===== config.mk =====
export PLATFORM = sky130hd
export DESIGN_NAME = edge_detect_filt
export DESIGN_NICKNAME = d
export VERILOG_FILES = /design/src/rtl/edge_detect_pkg.sv /design/src/rtl/edge_detect_filt_ch.sv /design/src/rtl/edge_detect_filt.sv
export SDC_FILE = /design/constraint.sdc
export NUM_CORES = 1
export LEC_CHECK = 0
export CAP_MARGIN = 20
export CORE_AREA = 2 2 43 45
export CTS_BUF_LIST = sky130_fd_sc_hd__clkbuf_8 sky130_fd_sc_hd__clkbuf_16
export DETAILED_ROUTE_END_ITERATION = 8
export DIE_AREA = 0 0 45 47
export PLACE_DENSITY = 0.69
export SYNTH_ARGS = -nofsm -noshare
export SYNTH_HDL_FRONTEND = slang
export SYNTH_SLANG_ARGS = --single-unit

===== constraint.sdc =====
create_clock -name clk -period 1.1 [get_ports clk]
set_input_delay 0.165 -clock clk [delete_from_list [all_inputs] [get_ports clk]]
set_output_delay 0.165 -clock clk [all_outputs]
set_load 0.01 [all_outputs]

===== src/rtl/edge_detect_pkg.sv =====
// Shared limits and helpers for the edge_detect_filt input conditioner.
// Holds parameter bounds and the filter counter width function.
package edge_detect_pkg;

   localparam int NCH_MAX  = 16;
   localparam int SYNC_MAX = 4;
   localparam int FILT_MAX = 255;

   // Counter must hold 0..FILT_LEN-1; never narrower than one bit.
   function automatic int cnt_w(input int filt_len);
      int w;
      w = $clog2(filt_len + 1);
      if (w < 1) w = 1;
      return w;
   endfunction

endpackage


===== src/rtl/edge_detect_filt_ch.sv =====
// Single channel: synchronizer chain, debounce counter, edge pulses.
// Ports: clk, rst_n (sync, active-low), din, level, pos, neg.
module edge_filt_ch
   import edge_detect_pkg::*;
#(
   parameter int   SYNC_STAGES = 2,
   parameter int   FILT_LEN    = 4,
   parameter logic INIT_VAL    = 1'b1
) (
   input  logic clk,
   input  logic rst_n,
   input  logic din,
   output logic level,
   output logic pos,
   output logic neg
);

   localparam int CNT_W = cnt_w(FILT_LEN);

   logic [SYNC_STAGES-1:0] sync;
   logic [CNT_W-1:0]       cnt;
   logic                   s;

   assign s = sync[SYNC_STAGES-1];

   always_ff @(posedge clk) begin
      if (!rst_n) begin
         sync  <= {SYNC_STAGES{INIT_VAL}};
         level <= INIT_VAL;
         cnt   <= '0;
         pos   <= 1'b0;
         neg   <= 1'b0;
      end else begin
         sync <= {sync[SYNC_STAGES-2:0], din};
         pos  <= 1'b0;
         neg  <= 1'b0;
         if (s == level) begin
            cnt <= '0;
         end else if (cnt == CNT_W'(FILT_LEN - 1)) begin
            // Level held long enough: accept and pulse in the same cycle.
            level <= s;
            cnt   <= '0;
            pos   <= s;
            neg   <= ~s;
         end else begin
            cnt <= cnt + CNT_W'(1);
         end
      end
   end

endmodule


===== src/rtl/edge_detect_filt.sv =====
// Multi-channel synchronizer, glitch filter and edge detector.
// Ports: clk, rst_n, data_in, level_out, pos_edge, neg_edge, any_edge,
// evt_clr, evt_mask, evt_flag, irq. Macro EDGE_STICKY_EN adds sticky
// flags and irq; without it evt_flag/irq are 0 and evt_clr/evt_mask unused.
module edge_detect_filt
   import edge_detect_pkg::*;
#(
   parameter int             NCH         = 2,
   parameter int             SYNC_STAGES = 2,
   parameter int             FILT_LEN    = 4,
   parameter logic [NCH-1:0] INIT_VAL    = {NCH{1'b1}}
) (
   input  logic           clk,
   input  logic           rst_n,
   input  logic [NCH-1:0] data_in,
   output logic [NCH-1:0] level_out,
   output logic [NCH-1:0] pos_edge,
   output logic [NCH-1:0] neg_edge,
   output logic           any_edge,
   input  logic [NCH-1:0] evt_clr,
   input  logic [NCH-1:0] evt_mask,
   output logic [NCH-1:0] evt_flag,
   output logic           irq
);

   for (genvar i = 0; i < NCH; i++) begin : g_ch
      edge_filt_ch #(
         .SYNC_STAGES (SYNC_STAGES),
         .FILT_LEN    (FILT_LEN),
         .INIT_VAL    (INIT_VAL[i])
      ) u_ch (
         .clk   (clk),
         .rst_n (rst_n),
         .din   (data_in[i]),
         .level (level_out[i]),
         .pos   (pos_edge[i]),
         .neg   (neg_edge[i])
      );
   end

   assign any_edge = |(pos_edge | neg_edge);

`ifdef EDGE_STICKY_EN
   // Set dominates clear so an edge landing with a clear is not lost.
   always_ff @(posedge clk) begin
      if (!rst_n) begin
         evt_flag <= '0;
      end else begin
         evt_flag <= (evt_flag & ~evt_clr) | pos_edge | neg_edge;
      end
   end

   assign irq = |(evt_flag & evt_mask);
`else
   logic unused_evt;

   assign unused_evt = ^{evt_clr, evt_mask};
   assign evt_flag   = '0;
   assign irq        = 1'b0;
`endif

endmodule

==> Word level (Yosys, flattened, before mapping) <==
Cells that the tools add are included.
{ "classes": {"add_sub_neg": 2, "n_eq_ne": 4, "bitwise_logic": 8, "n_reduce_logical": 7} }
{ "op_table": {"columns": ["cell", "count"], "rows": [
  ["$reduce_or A3 Y1", 4],
  ["$not A1 Y1", 7],
  ["$add A3 B1 Y3 const B", 2],
  ["$eq A3 B2 Y1 const B", 2],
  ["$reduce_and A2 Y1", 2],
  ["$eq A1 B1 Y1", 2],
  ["$or A2 B2 Y2", 1],
  ["$reduce_or A2 Y1", 1]
]} }
{ "totals": {"regBits": 16, "output_inout_bits": 10, "word_cells": 31} }

==> Logic depth before layout (Yosys ltp) <==
Gate-level depths: netlist (run 1).
{ "depth": {"depth_word": 3, "ltp_mapped": 4} }

==> Cells and area by module <==
Synthesis (run 1) repeated with hierarchy kept, for this count alone.
{ "unflattened": {"cells_unflattened": 49, "area_unflattened_um2": 579.3} }
{ "modules_own_cells": {"columns": ["mod", "n_inst", "cells_each", "area_each_um2", "seq_area_each_um2"], "rows": [
  ["edge_filt_ch", 2, 22, 272.8, 160.2],
  ["edge_detect_filt", 1, 5, 33.8, 0.0]
]} }

==> Worst setup path after synthesis (run 1) <==
Ideal clock, no wire load.
{ "synth_path": {"path_kind": "flip-flop to flip-flop", "startpoint": "reg g_ch[0].u_ch.cnt[0]", "endpoint": "reg g_ch[0].u_ch.cnt[2]", "arrival_time_ps": 982, "required_ps": 1004, "setup_slack_ps": 22, "stages_incl_launch_ff": 4, "path_cell_list": "dfxtp_1 -> ha_1 -> ha_1 -> nor4b_1"} }
{ "synth_between": {"elab_chain_len": 2} }
{ "synth_rtl": {"columns": ["element", "line_no", "text"], "rows": [
  ["start, declared", "edge_detect_filt_ch.sv:21", "logic [CNT_W-1:0] cnt;"],
  ["start signal, assigned", "edge_detect_filt_ch.sv:46", "cnt <= cnt + CNT_W'(1);"],
  ["parallel branches: the longest is 2 deep, another holds $add A3 B1 Y3", null, null]
]} }
Parallel ways; which one is timed is not known.
A chain may end at the register's enable or synchronous reset.

==> Final worst setup path (run 1) <==
{ "layout_path": {"startpoint": "reg g_ch[0].u_ch.neg", "endpoint": "out any_edge"} }
{ "layout_between": {"elab_chain_len": 2} }
{ "layout_rtl": {"columns": ["element", "line_no", "text"], "rows": [
  ["start, declared", "edge_detect_filt_ch.sv:15", "output logic neg"],
  ["start signal, assigned", "edge_detect_filt_ch.sv:44", "neg <= ~s;"],
  ["$or A2 B2 Y2", "edge_detect_filt.sv:41", "assign any_edge = |(pos_edge | neg_edge);"],
  ["$reduce_or A2 Y1", "edge_detect_filt.sv:41", null],
  ["end, declared", "edge_detect_filt.sv:19", "output logic any_edge,"]
]} }
Every way passes these cells.

==> flow_summary.yaml, run 1 <==
grt:
  track_usage_pct: 9.49
  antenna_found_initial: 0
  grt_first_pass_wirelength_microns: 1360
  grt_pass1_vias: 339
  grt_max_degree: 10
  grt-ovfl-total: 0
sta:
  tns_ns: -0.414
  max_freq_ghz: 0.738
  final-max-slew-violation-count: 0
  period_share_pct: 123
  min_period_ns: 1.35
  fin_ws_ns: -0.255
  rsz0062_at_grt: "yes"
  final.setup_skew_ns: 0.00147
  setup_viol: 2
  hold_violations: 0
finish:
  syn_to_final_growth_pct: 36.8
  nFillCells: 140
  final_layout_size_suffix_gt1_share_pct: 38.5
  fin_util_pct: 52.3
  nets: 79
  antenna_cells: 0
power:
  switching_share_pct: 19.4
  ir_drop_uv: 802
  p_int_w: 0.000860
  p_sw_w: 0.000206
  clock_power_share_pct: 39.7
  p_comb_share_pct: 4.5
  powerDensity_mw_per_mm2: 1230
  p_seq_share_pct: 55.8
  p_leak_nw: 0.330
critical_path:
  worstSetupStartpointType: "flop"
  r2r-start: "g_ch[1].u_ch.cnt[0]"
  cp-startpoint: "g_ch[0].u_ch.neg"
  reg2reg_to: "g_ch[1].u_ch.cnt[2]"
  cp-end-kind: "output port"
  reg2reg_depth: 3
  worstSetupPathType: "flop to output port"
  critPathRequiredTime_ns: 0.94
  critPathArrivalTime_ns: 1.19
  rrSetupSlack_ns: 0.06
  cp_max_fo: 2
yosys:
  synthMuxAreaShare_pct: 3.17
  synthAdderAreaFrac_pct: 7.92
  synthCells: 56
  synthTopCellsByArea: "dfxtp_1 51%, buf_4 11%, ha_1 7.9%, nor4b_1 5.5%, nor3b_1 4.8%"
  synthXorXnorAreaFrac_pct: 2.77
  synth-async-reset-ratio_pct: 0
  synth_cell_types: 15
  postSynthAreaPerCell_sq_um: 11.3
  synth_top_family_by_area: "simple AND/OR/NAND/NOR gates"
  synth_edf_count: 0
  synth_top_cell_by_area: "dfxtp_1"
  syn_area_sq_um: 632
  yosys.area_share.simple_pct: 22.2
  synthTopCellsByCount: "16 x dfxtp_1, 9 x buf_4"
  synth_compound_area_share_pct: 0
  yosys_warnings: 0
  synth_top_flop_cell: "dfxtp_1"
  seq_area_frac_synth_pct: 50.7
  synth.most_common_cell: "dfxtp_1"
  yosysTopAreaCellShare_pct: 50.7
  ys_ff_latch: 16
floorplanning:
  core_sq_mm: 0.00165
  start_util_pct: 38.3
  ios: 18
  die_h_microns: 47
  rows: 15
  die_w_microns: 45
  die_area_sq_mm: 0.00212
placement:
  place.gp.congestion: 0.662
  dpl.hpwl_microns: 540
  portBuffers: 10
drt:
  route.vias.total: 386
  post_drt_wl_per_cell_microns: 10.2
  routed_wirelength_microns: 836
  first_iter_violations: 2
  viasPerCell: 4.71
  remaining_drc_errors: 0
  antenna_left: 0
  first_pass_iters: 3
clock_tree:
  cts_root_buf: "clkbuf_8"
  hold_buffers: 0
  clkSinkCount: 16
  h-tree-depth: 1
  cts_buffers: 3
  post_cts_buffers: 0
  clockBufferDepth: 2
  clk_latency_ns: 0.25
  tritoncts: "done"
  cts.clk_slew.worst_paths_ns: 0.06
worst_hold_path:
  hp-class: "flop to flop"
  worstHoldEndpoint: "g_ch[0].u_ch.sync[1]"
  min_path_cells: 1
  hold_start: "g_ch[0].u_ch.sync[0]"
status:
  status: "finished, violations left"
  violations: "setup timing"
flow_run:
  cap_violations: 0
## power groups by stage
stage          Sequential, W  Clock, W  Combinational (W)
2_1_floorplan       0.000605         0          0.0000299
3_3_place_gp        0.000606         0          0.0000399
3_5_place_dp        0.000606         0          0.0000402
4_1_cts             0.000594  0.000439          0.0000435
5_1_grt             0.000596  0.000459          0.0000542
6_report            0.000595  0.000423          0.0000485
## repair_timing
action                                  CTS  global route
resized for setup                        18            12
endpoints found under the setup margin   13            14
pin swaps                                 2             1
## per-layer routing
metal,global-route usage [%],wire length (microns),part of all wire (%)
met3,5.77,55,6.6
met2,13.7,408,49
met5,0,0,0
met4,5.29,0,0
met1,10.9,372,44
## worst max-delay path by stage
stage	endpoint	slack (ns)	cells after the start
2_1_floorplan	g_ch[0].u_ch.cnt[2]	0.02	3
3_3_place_gp	any_edge	-0.33	2
3_5_place_dp	any_edge	-0.34	2
4_1_cts	any_edge	-0.26	2
5_1_grt	any_edge	-0.29	2
6_report	any_edge	-0.25	2
## per-stage QoR
step	cells	setup slack (ns)	hold WS (ns)	total power, W	instance area [sq um]
floorplan	58	0.0220	0.261	0.000635	639
global placement	79	-0.332	0.388	0.000646	718
detailed placement	79	-0.335	0.392	0.000646	718
CTS	82	-0.265	0.402	0.00108	797
global route	82	-0.287	0.424	0.00111	865
finish	82	-0.255	0.400	0.00107	865
## critical path: stages, from the launching register on
cell and delay [ns]:
dfxtp_1 0.30, or4_1 0.49, buf_2 0.15
## logic make-up after synthesis
family / Yosys count
simple gates: 19
flops: 16
buf+inv: 12
fa+ha+maj: 4
xor+xnor: 2
mux: 2
other cells: 1
## registers in the layout, indices dropped and copies added, names as in the netlist
name             flops
g_ch.u_ch.cnt        6
g_ch.u_ch.sync       4
g_ch.u_ch.level      2
g_ch.u_ch.neg        2
g_ch.u_ch.pos        2
## area by class of cell
cell class | count | area (sq um) | area share, %
Inverter | 2 | 7.51 | 0.868
Timing Repair Buffer | 14 | 119 | 13.7
Tap cell | 17 | 21.3 | 2.46
Multi-Input combinational cell | 30 | 349 | 40.4
Clock buffer | 3 | 41.3 | 4.78
Sequential cell | 16 | 327 | 37.8
## placed cells by master (no fill, tap or decap)
master / instances
clkdlybuf4s50_1: 4
nor3b_1: 2
ha_4: 3
nand2_1: 4
xnor2_4: 1
or4_1: 1
conb_1: 3
dfxtp_2: 2
and4bb_2: 2
nor3b_2: 2
dlygate4sd2_1: 5
buf_4: 4
xnor2_2: 1
nor4b_4: 1
or2b_1: 2
ha_2: 1
clkbuf_8: 3
nand2b_1: 2
inv_1: 2
dfxtp_4: 1
buf_2: 1
nor4b_2: 3
mux2i_1: 2
dfxtp_1: 13
(Power assumes the default switching activity.)
==> run 2, diff against run 1 <==
--- a/config.mk
+++ b/config.mk
@@ -11,6 +11,7 @@
 export DETAILED_ROUTE_END_ITERATION = 8
 export DIE_AREA = 0 0 45 47
 export PLACE_DENSITY = 0.69
+export SLEW_MARGIN = 40
 export SYNTH_ARGS = -nofsm -noshare
 export SYNTH_HDL_FRONTEND = slang
 export SYNTH_SLANG_ARGS = --single-unit
==> results of run 2 <==
The final DEF is identical to that of run 1; final timing and power are the same.
